$ cat config.mk
export PLATFORM = sky130hd
export DESIGN_NAME = user_ram_bus_bridge
export DESIGN_NICKNAME = d
export VERILOG_FILES = /design/src/rtl/user_ram_bus_bridge.sv
export SDC_FILE = /design/constraint.sdc
export NUM_CORES = 1
export LEC_CHECK = 0
export ABC_AREA = 1
export CELL_PAD_IN_SITES_DETAIL_PLACEMENT = 0
export CELL_PAD_IN_SITES_GLOBAL_PLACEMENT = 1
export CORE_UTILIZATION = 30
export CTS_CLUSTER_SIZE = 8
export DETAILED_ROUTE_END_ITERATION = 8
export GPL_ROUTABILITY_DRIVEN = 0
export PLACE_DENSITY_LB_ADDON = 0.15
export REMOVE_ABC_BUFFERS = 1
export SLEW_MARGIN = 20
export SYNTH_ARGS = -nofsm -noshare
export SYNTH_HDL_FRONTEND = slang
export SYNTH_SLANG_ARGS = --single-unit
$ cat constraint.sdc
create_clock -name clk_i -period 1.4 [get_ports clk_i]
set_input_delay 0.42 -clock clk_i [delete_from_list [all_inputs] [get_ports clk_i]]
set_output_delay 0.42 -clock clk_i [all_outputs]
set_load 0.03 [all_outputs]
$ cat src/rtl/user_ram_bus_bridge.sv
// Native memory bus slave driving a single-port word RAM; partial writes run as read-modify-write.
// Optional misaligned-access error path with sticky err_o: define USER_RAM_BRIDGE_ERR_EN.
module user_ram_bus_bridge #(
    parameter int unsigned ADDR_BIT  = 8,
    parameter logic [31:0] BASE_ADDR = 32'h0002_0000
) (
    input  logic                clk_i,
    input  logic                rst_i,
    input  logic                mem_valid_i,
    input  logic [31:0]         mem_addr_i,
    input  logic [31:0]         mem_wdata_i,
    input  logic [3:0]          mem_wstrb_i,
    output logic                mem_ready_o,
    output logic [31:0]         mem_rdata_o,
    output logic                ram_wr_en_o,
    output logic                ram_rd_en_o,
    output logic [ADDR_BIT-1:0] ram_addr_o,
    output logic [31:0]         ram_di_o,
    input  logic [31:0]         ram_do_i
`ifdef USER_RAM_BRIDGE_ERR_EN
    ,
    output logic                err_o
`endif
);

`ifdef USER_RAM_BRIDGE_ERR_EN
    localparam bit ERR_EN = 1'b1;
`else
    localparam bit ERR_EN = 1'b0;
`endif

    typedef enum logic [2:0] {IDLE, RD_ISSUE, RD_CAPTURE, WR, ACK} state_t;

    state_t              state, state_nx;
    logic                sel;
    logic                misalign;
    logic [ADDR_BIT-1:0] addr_q;
    logic [31:0]         wdata_q;
    logic [3:0]          wstrb_q;
    logic [31:0]         rdata_q;
    logic [31:0]         merge_q;
    logic                bad_q;

    assign sel      = mem_valid_i && (mem_addr_i[31:ADDR_BIT+2] == BASE_ADDR[31:ADDR_BIT+2]);
    assign misalign = ERR_EN && (mem_addr_i[1:0] != 2'b00);

    always_ff @(posedge clk_i or negedge rst_i) begin
        if (!rst_i) begin
            state <= IDLE;
        end else begin
            state <= state_nx;
        end
    end

    always_comb begin
        state_nx = state;
        unique case (state)
            IDLE: begin
                if (sel) begin
                    if (misalign)                state_nx = ACK;
                    else if (mem_wstrb_i == 4'hF) state_nx = WR;
                    else                          state_nx = RD_ISSUE;
                end
            end
            RD_ISSUE:   state_nx = RD_CAPTURE;
            RD_CAPTURE: state_nx = (wstrb_q == 4'h0) ? ACK : WR;
            WR:         state_nx = ACK;
            ACK:        state_nx = IDLE;
            default:    state_nx = IDLE;
        endcase
    end

    always_ff @(posedge clk_i or negedge rst_i) begin
        if (!rst_i) begin
            addr_q  <= '0;
            wdata_q <= '0;
            wstrb_q <= '0;
            rdata_q <= '0;
            merge_q <= '0;
            bad_q   <= 1'b0;
        end else begin
            if (state == IDLE && sel) begin
                addr_q  <= mem_addr_i[ADDR_BIT+1:2];
                wdata_q <= mem_wdata_i;
                wstrb_q <= mem_wstrb_i;
                bad_q   <= misalign;
            end
            if (state == RD_CAPTURE) begin
                if (wstrb_q == 4'h0) begin
                    rdata_q <= ram_do_i;
                end else begin
                    for (int unsigned k = 0; k < 4; k++) begin
                        merge_q[8*k +: 8] <= wstrb_q[k] ? wdata_q[8*k +: 8] : ram_do_i[8*k +: 8];
                    end
                end
            end
        end
    end

`ifdef USER_RAM_BRIDGE_ERR_EN
    logic err_q;

    always_ff @(posedge clk_i or negedge rst_i) begin
        if (!rst_i) begin
            err_q <= 1'b0;
        end else if (state == IDLE && sel && misalign) begin
            err_q <= 1'b1;
        end
    end

    assign err_o = err_q;
`endif

    // Address is held from the IDLE latch, so it stays stable through WR/ACK.
    always_comb begin
        mem_ready_o = 1'b0;
        mem_rdata_o = '0;
        ram_wr_en_o = 1'b0;
        ram_rd_en_o = 1'b0;
        ram_addr_o  = addr_q;
        ram_di_o    = '0;
        unique case (state)
            RD_ISSUE, RD_CAPTURE: ram_rd_en_o = 1'b1;
            WR: begin
                ram_wr_en_o = 1'b1;
                ram_di_o    = (wstrb_q == 4'hF) ? wdata_q : merge_q;
            end
            ACK: begin
                mem_ready_o = 1'b1;
                if (wstrb_q == 4'h0) begin
                    mem_rdata_o = bad_q ? 32'hDEAD_BEEF : rdata_q;
                end
            end
            default: ;
        endcase
    end

endmodule

==> impl_metrics.json, run 1 <==
{
  "outcome": "finished, violations left",
  "violations": "negative setup slack",
  "ant_nets": 0,
  "layout-drive-gt1-share": 0.3674,
  "pre_cts_slack_ps": -558.9,
  "critPathMaxFanout": 8,
  "synthToLayoutAreaGrowth_pct": 72.94,
  "die_area_mm2": 0.01968,
  "grt_max_degree": 60,
  "die_h_um": 140.3,
  "insertion_delay_ps": 360,
  "ys_seq_elements": 111,
  "drt_wl_total_um": 21480,
  "synth_area_leader_cell": "dfrtp_1",
  "cp.arrival_ps": 1720,
  "floorplan.initialDensity": 0.3068,
  "relSlewSlack": 0.7682,
  "end_kind": "output pin",
  "num-nets-final": 1058,
  "core_area_mm2": 0.01871,
  "synth_cell_types": 22,
  "max_freq_mhz": 467.9,
  "numCtsBuffers": 9,
  "ir_drop_uv": 539.2,
  "tritoncts": "done",
  "port_buffers": 175,
  "period_minus_slack_ps": 2137,
  "cap_violations": 0,
  "die-width_um": 140.3,
  "viasPerCell": 4.840,
  "routedWlPerCell_um": 18.02,
  "netlist_instances": 729,
  "first_iter_violations": 299,
  "groute.usage.overall": 0.1968,
  "grt_pass1_vias": 5440,
  "setup.worst_path.start_class": "flip-flop",
  "timing.rr.start": "state[0]",
  "io_pins": 178,
  "cts.path.max_buffers": 2,
  "finalSetupViolCount": 177,
  "cts_max_level": 3,
  "yosys_warnings": 0,
  "tightest_slew_ps": 347.8,
  "routed-via-count": 5769,
  "ys_top_cells_by_area": "dfrtp_1, nand2_1, o21ai_0, o21ai_2, inv_1",
  "clk_root_buffer_cell": "clkbuf_16",
  "hold_path.class": "input pin to asynchronous set/reset pin",
  "clk_pin_slew_worst_paths_ps": 80,
  "num_rows": 50,
  "finalSetupTns_ps": -55430,
  "synth_top_area_frac": 0.4841,
  "dp_hpwl_um": 12250,
  "timing.final.ws_setup_ps": -737.2,
  "grt_antenna_before_repair": 1,
  "cts.sinks": 111,
  "place_inst": 1130,
  "drtPass1Iterations": 5,
  "rsz0062_at_grt": "yes",
  "seq_area_frac_synth": 0.4841,
  "power_density_mw_per_mm2": 683.2,
  "seqCellArea_mm2": 0.002779,
  "multiInputGateArea_mm2": 0.003072,
  "skew_ps": 7.266,
  "drv_slew": 0,
  "grt_pass1_wl_um": 29490,
  "avgSynthCellArea_um2": 7.871,
  "stdcell_count": 1192,
  "drcViolationCount": 0,
  "startpoint": "state[0]",
  "fillerInstances": 1752,
  "p_leak_nw": 4.662,
  "critical_path_required_ps": 980,
  "syn-cell-area_mm2": 0.005738,
  "antenna_cells": 0,
  "grt.overflow.total": 0,
  "fin_crit_sh": 1.527,
  "critPathKind": "flip-flop to output pin",
  "finalHoldViolCount": 0
}
## power breakdown
part | internal (W) | switching (W)
logic | 0.000257 | 0.000178
registers | 0.00320 | 0.0000000110
clock network | 0.00191 | 0.00123
## sequential cells by signal (all words and copies together), names as in the netlist
name / flops
merge_q: 32
ram_addr_o: 8
wdata_q: 32
wstrb_q: 4
rdata_q: 32
state: 3
## cells in the mapped netlist
cell	count
a21oi_1	33
buf_2	16
buf_6	18
clkbuf_1	14
clkbuf_2	1
dfrtp_1	111
inv_1	71
inv_2	4
nand2_1	225
nand2_2	3
nand3_1	48
nand3_2	1
nand4_1	1
nand4_2	1
nand4_4	1
nor2_1	45
nor2_2	4
nor2_8	1
nor3_4	1
o21ai_0	68
o21ai_1	25
o21ai_2	37
## routing by layer
layer / track usage / vias up / wire length, um
li1: - / 2783 / -
met1: 0.2566 / 2796 / 9484
met2: 0.3255 / 174 / 10480
met3: 0.04068 / 16 / 1245
met4: 0.06478 / 0 / 271
met5: 0 / - / 0
## final timing paths
check / end / slack (ps) / cells after the start
hold reg to reg: ram_addr_o[1] / 480 / 2
min in group clk_i: ram_addr_o[1] / 480 / 2
setup reg to reg: merge_q[23] / -190 / 9
max in group asynchronous: wstrb_q[3] / 1020 / 2
hold / removal: rdata_q[11] / 50 / 2
setup / recovery: mem_rdata_o[2] / -740 / 8
## layout by cell type (no fill, tap or decap), drive strengths merged
master and count:
o21ai 130, nand3 49, buf 154, clkdlybuf4s15 3
clkbuf 21, dlygate4sd2 20, inv 74, nor2 50
nor3 1, clkdlybuf4s50 76, nand2 228, a21oi 33
dfrtp 111, clkinv 1, nand4 3, bufinv 4
## stage by stage
step	util	hold slack (ps)	power [W]	instance area, um2
2_1_floorplan	-	124.4	0.003329	5398
5_1_grt	0.5305	80.06	0.007008	9923
6_report	0.5305	54.45	0.006780	9923
3_5_place_dp	0.4183	453.1	0.003726	7824
4_1_cts	0.4781	62.77	0.006859	8942
3_3_place_gp	0.4183	449.2	0.003723	7824
## timing repair
action / 4_1_cts / 5_1_grt
gates resized for setup: 172 / 156
setup endpoints to repair: 175 / 178
pin swaps: 23 / 41
hold buffers: 0 / 0
endpoints found under the hold margin: 0 / 0
gates cloned: 7 / 16
setup buffers: 18 / 14
## worst max-delay path, cell delays in order (launching register included)
cell	delay, ps
dfrtp_1	430
inv_2	80
nand2_2	60
nor2_4	170
buf_12	150
buf_12	160
nand2_2	60
nor2_2	100
buf_6	140
## final cells by class
| type | instances | area share |
|---|---|---|
| Inverter | 75 | 0.02913 |
| Timing Repair Buffer | 264 | 0.3166 |
| Clock buffer | 10 | 0.02307 |
| Tap cell | 234 | 0.02950 |
| Multi-Input combinational cell | 494 | 0.3095 |
| Sequential cell | 111 | 0.2800 |
| Clock inverter | 4 | 0.01210 |
## cells by family (layout without fill, tap and decap cells)
kind of cell / Yosys count / count (layout) / synth area share
and+or+nand+nor: 331 / 331 / 0.2412
buffers and inverters: 124 / 353 / 0.1084
AOI/OAI and AO/OA: 163 / 163 / 0.1664
DFF: 111 / 111 / 0.4841
No activity file was read; power rests on OpenSTA's default activity.
==> run 2, diff against run 1 <==
--- a/config.mk
+++ b/config.mk
@@ -8,6 +8,7 @@
 export ABC_AREA = 1
 export CELL_PAD_IN_SITES_DETAIL_PLACEMENT = 0
 export CELL_PAD_IN_SITES_GLOBAL_PLACEMENT = 1
+export CORE_MARGIN = 2
 export CORE_UTILIZATION = 30
 export CTS_CLUSTER_SIZE = 8
 export DETAILED_ROUTE_END_ITERATION = 8
==> run 2 against run 1 <==
Net effect:
- the flow still finishes with violations (negative setup slack)
- non-clock buffer count rose by 19
- via count rose by 2.5%
- routed wire length rose by 8.0%
- sequential share of layout area fell by 1.4 points
- design area rose by 5.5%
- fmax fell by 2.2%
- sequential cell count did not move
- worst setup slack got worse by 48 ps
- combinational power rose by 8.5%
==> impl_metrics.json, run 2 (synthesis results as in run 1) <==
{
  "outcome": "finished, violations left",
  "violations": "negative setup slack",
  "cts.sinks": 111,
  "finalSetupTns_ps": -70440,
  "placed_cell_area_mm2": 0.007824,
  "ir_drop_uv": 575.2,
  "grt.overflow.total": 0,
  "timing.rr.start": "state[0]",
  "routedWlPerCell_um": 19.11,
  "groute.usage.overall": 0.1856,
  "critPathMaxFanout": 7,
  "relSlewSlack": 0.7126,
  "skew_ps": 10.28,
  "core_area_mm2": 0.01877,
  "num-nets-final": 1078,
  "port_buffers": 175,
  "synthToLayoutAreaGrowth_pct": 82.51,
  "max_freq_mhz": 457.6,
  "numCtsBuffers": 9,
  "viasPerCell": 4.875,
  "rsz0062_at_grt": "yes",
  "cp.arrival_ps": 1770,
  "grt_pass1_wl_um": 28860,
  "num_rows": 50,
  "fillerInstances": 1713,
  "tritoncts": "done",
  "hold_path.class": "input pin to asynchronous set/reset pin",
  "final_common_cell": "dfrtp_1",
  "timing.rr.end": "rdata_q[22]",
  "drv_slew": 0,
  "finalHoldViolCount": 0,
  "timing.final.ws_setup_ps": -785.1,
  "antenna_cells": 0,
  "routed-via-count": 5913,
  "final_area_mm2": 0.01047,
  "drtPass1Iterations": 4,
  "finalSetupViolCount": 178,
  "fin_crit_sh": 1.561,
  "die-width_um": 142.3,
  "cts_max_level": 3,
  "die_h_um": 142.3,
  "setup.worst_path.start_class": "flip-flop",
  "dp_hpwl_um": 12310,
  "critPathKind": "flip-flop to output pin",
  "critical_path_required_ps": 980,
  "cap_violations": 0,
  "end_kind": "output pin",
  "insertion_delay_ps": 360,
  "tightest_slew_ps": 426.7,
  "ant_nets": 0,
  "grt_max_degree": 37,
  "floorplan.initialDensity": 0.3057,
  "period_minus_slack_ps": 2185,
  "io_pins": 178,
  "die_area_mm2": 0.02025,
  "clk_pin_slew_worst_paths_ps": 70,
  "first_iter_violations": 275,
  "cts.path.max_buffers": 2,
  "grt_pass1_vias": 5399,
  "regToRegSetupSlack_ps": -270,
  "p_leak_nw": 4.979,
  "power_density_mw_per_mm2": 596.6,
  "layout-drive-gt1-share": 0.4566,
  "drcViolationCount": 0,
  "largestRegisters": "merge_q: 32 flops, rdata_q: 32 flops, wdata_q: 32 flops",
  "drt_wl_total_um": 23190,
  "grt_antenna_before_repair": 0,
  "rr_worst_depth": 8,
  "final_cell_mix": "dfrtp_1, nand2_1, buf_4",
  "clk_root_buffer_cell": "clkbuf_16"
}
-- run 2: changes by cell type in the layout (fill, tap and decap cells not counted), sizes merged, moves of 2 or more --
cell	change
buf	+6
bufbuf	+3
bufinv	-4
clkbuf	+10
clkdlybuf4s15	+12
clkinvlp	+2
dlygate4sd2	-13
inv	+2
-- run 2: through the flow --
stage | power [W] | std cells | hold slack, ps | worst slack (ps) | utilization
global route | 0.006477 | 1213 | 500.4 | -854.9 | 0.5580
CTS | 0.006295 | 1172 | 478.1 | -720.2 | 0.4631
detailed placement | 0.003726 | 1130 | 322.1 | -523.9 | 0.4169
finish | 0.006248 | 1213 | 487.7 | -785.1 | 0.5580
floorplan | 0.003329 | 680 | 124.4 | -1434 | -
global placement | 0.003723 | 1130 | 318.2 | -499.9 | 0.4169
-- run 2: layout make-up --
cell class	instances	area [um2]	share of cell area
inverter	75	294.0	0.02808
timing repair buffer	283	3443	0.3288
clock buffer	10	239.0	0.02282
clock inverter	5	43.79	0.004182
multi-input combinational	495	3377	0.3225
tap	234	292.8	0.02796
sequential	111	2783	0.2657
-- run 2: where the power goes --
part | internal (W) | total, W | switching, W
sequential | 0.00320 | 0.00320 | 0.0000000120
combinational | 0.000267 | 0.000473 | 0.000205
clock | 0.00127 | 0.00257 | 0.00130
-- run 2: critical path, cell delays in order, from the launching register on --
cell     delay, ps
dfrtp_1        440
inv_2          100
nand2_2         80
nor2_4         120
buf_12         170
buf_12         150
nand2_1         60
nor2_2         140
buf_6          150
-- run 2: worst max-delay path by stage --
stage | start | end | depth (start not counted)
after floorplan | state[1] | mem_rdata_o[0] | 5
after global placement | mem_addr_i[17] | wdata_q[19] | 10
after detailed placement | mem_addr_i[17] | wdata_q[31] | 10
after CTS | state[2] | ram_di_o[22] | 7
after global routing | state[0] | mem_rdata_o[18] | 8
final | state[0] | mem_rdata_o[21] | 8
-- run 2: routing by layer --
metal / track usage / wire length (um)
met5: 0 / 0
met4: 0.05055 / 476
met3: 0.03634 / 1119
met2: 0.3237 / 12030
met1: 0.2353 / 9560
-- run 2: timing repair --
action | in CTS | in global routing
endpoints found under the setup margin | 177 | 178
buffers inserted | 19 | 17
hold buffers | 1 | 0
gates resized for setup | 93 | 326
gates cloned | 7 | 29
pin swaps | 25 | 38
endpoints found under the hold margin | 12 | 0
==> run 3, diff against run 2 <==
--- a/config.mk
+++ b/config.mk
@@ -5,11 +5,10 @@
 export SDC_FILE = /design/constraint.sdc
 export NUM_CORES = 1
 export LEC_CHECK = 0
-export ABC_AREA = 1
 export CELL_PAD_IN_SITES_DETAIL_PLACEMENT = 0
 export CELL_PAD_IN_SITES_GLOBAL_PLACEMENT = 1
 export CORE_MARGIN = 2
-export CORE_UTILIZATION = 30
+export CORE_UTILIZATION = 32
 export CTS_CLUSTER_SIZE = 8
 export DETAILED_ROUTE_END_ITERATION = 8
 export GPL_ROUTABILITY_DRIVEN = 0
==> run 3 against run 2 <==
Net effect:
- the run still ends with negative setup slack left
- non-clock buffer count down 14
- fmax down 2.0%
- register-to-register slack worse by 420 ps
- synthesized cell count down 35%
- die area down 9.2%
- final cell count down 22%
- via count down 19%
- count of clock-buffer cells in the layout up 1
- sequential share of layout area up 1.4 points
- combinational power up 8.9%
- critical endpoint is now mem_rdata_o[24]
- largest power group unchanged
==> impl_metrics.json, run 3 <==
{
  "synth_top_family_by_area": "multiplexers",
  "violations": "negative setup slack",
  "hold_path.class": "input pin to asynchronous set/reset pin",
  "grt.overflow.total": 0,
  "synth_top_area_frac": 0.5012,
  "routed-via-count": 4774,
  "tightest_slew_ps": 311.8,
  "regToRegSetupSlack_ps": -690,
  "cts.path.max_buffers": 2,
  "critPathMaxFanout": 5,
  "synth_most_common_cell": "dfrtp_1",
  "avgSynthCellArea_um2": 11.62,
  "yosys_warnings": 0,
  "final_common_cell": "dfrtp_1",
  "die-width_um": 135.6,
  "layout-drive-gt1-share": 0.5826,
  "drtPass1Iterations": 4,
  "p_sw_w": 0.001465,
  "timing.final.ws_setup_ps": -828.7,
  "critical-path-max-stage-delay_ps": 460,
  "internal_power_w": 0.005250,
  "final_cell_mix": "dfrtp_1, buf_6, clkdlybuf4s50_1",
  "critPathKind": "flip-flop to output pin",
  "cpMaxStageDelayCell": "dfrtp_2",
  "timing.critical_path.buf_inv": 3,
  "die_h_um": 135.6,
  "ys_top_cells_by_area": "dfrtp_1, mux2_4, a21oi_1, mux2i_1, nand2_1",
  "synth-main-ff-cell": "dfrtp_1",
  "die_area_mm2": 0.01839,
  "cap_violations": 0,
  "switching_share": 0.2181,
  "cp_top_family": "buffers and inverters",
  "wl_met2_um": 10170,
  "drt_wl_total_um": 20570,
  "p_comb_frac": 0.077,
  "port_buffers": 175,
  "relSlewSlack": 0.7921,
  "muxShareOfSynthArea": 0.2583,
  "finalPower_w": 0.006714,
  "insertion_delay_ps": 350,
  "viasPerCell": 5.020,
  "synth_xor_area_frac": 0.001580,
  "cts.sinks": 111,
  "synthAdderAreaFrac": 0,
  "cp.arrival_ps": 1810,
  "synth_cell_types": 26,
  "max_freq_mhz": 448.7,
  "seq_area_frac_synth": 0.5012,
  "cp_common_cell": "buf_6",
  "core_area_mm2": 0.01712,
  "p_seq_frac": 0.488,
  "antenna_cells": 0,
  "clkPwrFrac": 0.435,
  "crit_chain": "nor4_4 -> buf_6 -> clkbuf_16 -> and3_4 -> buf_6",
  "io_pins": 178,
  "period_minus_slack_ps": 2229,
  "synth_area_leader_cell": "dfrtp_1",
  "finalSetupViolCount": 178,
  "drcViolationCount": 0,
  "ant_nets": 0,
  "grt_max_degree": 47,
  "fillerInstances": 1393,
  "pre_cts_slack_ps": -1081,
  "synthToLayoutAreaGrowth_pct": 79.70,
  "syn-cell-area_mm2": 0.005542,
  "tritoncts": "done",
  "largestRegisters": "merge_q: 32 flops, rdata_q: 32 flops, wdata_q: 32 flops",
  "num_rows": 48,
  "clk_root_buffer_cell": "clkbuf_16",
  "wl_met3_um": 1038,
  "yosys.area_share.simple": 0.1334,
  "grt_antenna_before_repair": 0,
  "dp_hpwl_um": 11090,
  "cts_max_level": 3,
  "end_kind": "output pin",
  "setup.worst_path.start_class": "flip-flop",
  "critical_path_required_ps": 980,
  "routedWlPerCell_um": 21.63,
  "wirelength_met1_um": 9095,
  "synth-compound-area-share": 0.05961,
  "first_iter_violations": 252,
  "finalHoldViolCount": 0,
  "synth-edff-count": 0,
  "outcome": "finished, violations left",
  "rsz0062_at_grt": "yes",
  "grt_pass1_vias": 5144,
  "fin_crit_sh": 1.592,
  "ys_async_sr_fraction": 1.000,
  "clk_pin_slew_worst_paths_ps": 80,
  "num-nets-final": 824,
  "routed.top_layer": "met4",
  "grt_pass1_wl_um": 30350,
  "groute.usage.overall": 0.2194,
  "floorplan.initialDensity": 0.3238,
  "numCtsBuffers": 9,
  "drv_slew": 0,
  "netlist_instances": 477,
  "skew_ps": 8.562,
  "ys_seq_elements": 111,
  "synth_common_cells": "dfrtp_1, mux2_4, a21oi_1, nand2_1, nor2_1",
  "p_leak_nw": 4.404,
  "power_density_mw_per_mm2": 674.3,
  "ir_drop_uv": 540.7
}
==> run 3: kinds of logic after synthesis <==
kind of cell,Yosys count
XOR/XNOR,1
flip-flops,111
buffers and inverters,38
AND/OR/NAND/NOR,153
AO/OA/AOI/OAI,66
multiplexers,108
==> run 3: timing repair <==
action                                  CTS  global route
endpoints found under the hold margin    14             0
endpoints found under the setup margin  177           178
buffers inserted                         36            13
hold buffers                              1             0
pin swaps                                53            39
cloned                                   20             4
resized for setup                       263           127
==> run 3: per-layer routing <==
metal / up-vias / GRT usage
met5: - / 0
met1: 2467 / 0.3037
met2: 135 / 0.3583
met3: 17 / 0.04115
li1: 2155 / -
met4: 0 / 0.04803
==> run 3: cell type report <==
class / instances / area, um2 / area share
clock inverter: 5 / 80.08 / 0.008041
tap: 225 / 281.5 / 0.02827
multi-input combinational: 328 / 3314 / 0.3328
inverter: 2 / 12.51 / 0.001256
sequential: 111 / 2783 / 0.2794
clock buffer: 11 / 252.7 / 0.02538
timing repair buffer: 269 / 3234 / 0.3248
==> run 3: worst reg2reg max path, delay by kind of cell, from the launching register on <==
family / cells / cell delay [ps]
DFF: 1 / 460
buffers and inverters: 5 / 800
muxes: 1 / 300
and+or+nand+nor: 2 / 420
==> run 3: metrics by stage <==
| stage | util | std cells | cell area, um2 | setup TNS, ps | hold slack, ps |
|---|---|---|---|---|---|
| 2_1_floorplan | - | 441 | 5295 | -316740 | 124.4 |
| 3_3_place_gp | 0.4472 | 878 | 7655 | -88910 | 331.9 |
| 3_5_place_dp | 0.4472 | 878 | 7655 | -89230 | 330.8 |
| 4_1_cts | 0.5553 | 950 | 9504 | -103620 | 500.2 |
| 5_1_grt | 0.5818 | 951 | 9958 | -114730 | 516.3 |
| 6_report | 0.5818 | 951 | 9958 | -107720 | 492.5 |
==> run 3: worst paths after layout <==
path | depth (start not counted) | to | start
max | 5 | mem_rdata_o[24] | wstrb_q[2]
min | 2 | wdata_q[30] | rst_i
max reg2reg | 8 | rdata_q[23] | wstrb_q[2]
min reg2reg | 1 | ram_addr_o[2] | ram_addr_o[2]
max in group asynchronous | 3 | rdata_q[14] | rst_i
min in group clk_i | 1 | ram_addr_o[2] | ram_addr_o[2]
==> run 3: power groups by stage <==
| stage | clock network, W | registers [W] | logic, W |
|---|---|---|---|
| after floorplan | 0 | 0.00333 | 0.0000978 |
| after global placement | 0 | 0.00333 | 0.000515 |
| after detailed placement | 0 | 0.00334 | 0.000515 |
| after CTS | 0.00296 | 0.00328 | 0.000510 |
| after global routing | 0.00310 | 0.00328 | 0.000558 |
| final | 0.00292 | 0.00328 | 0.000515 |
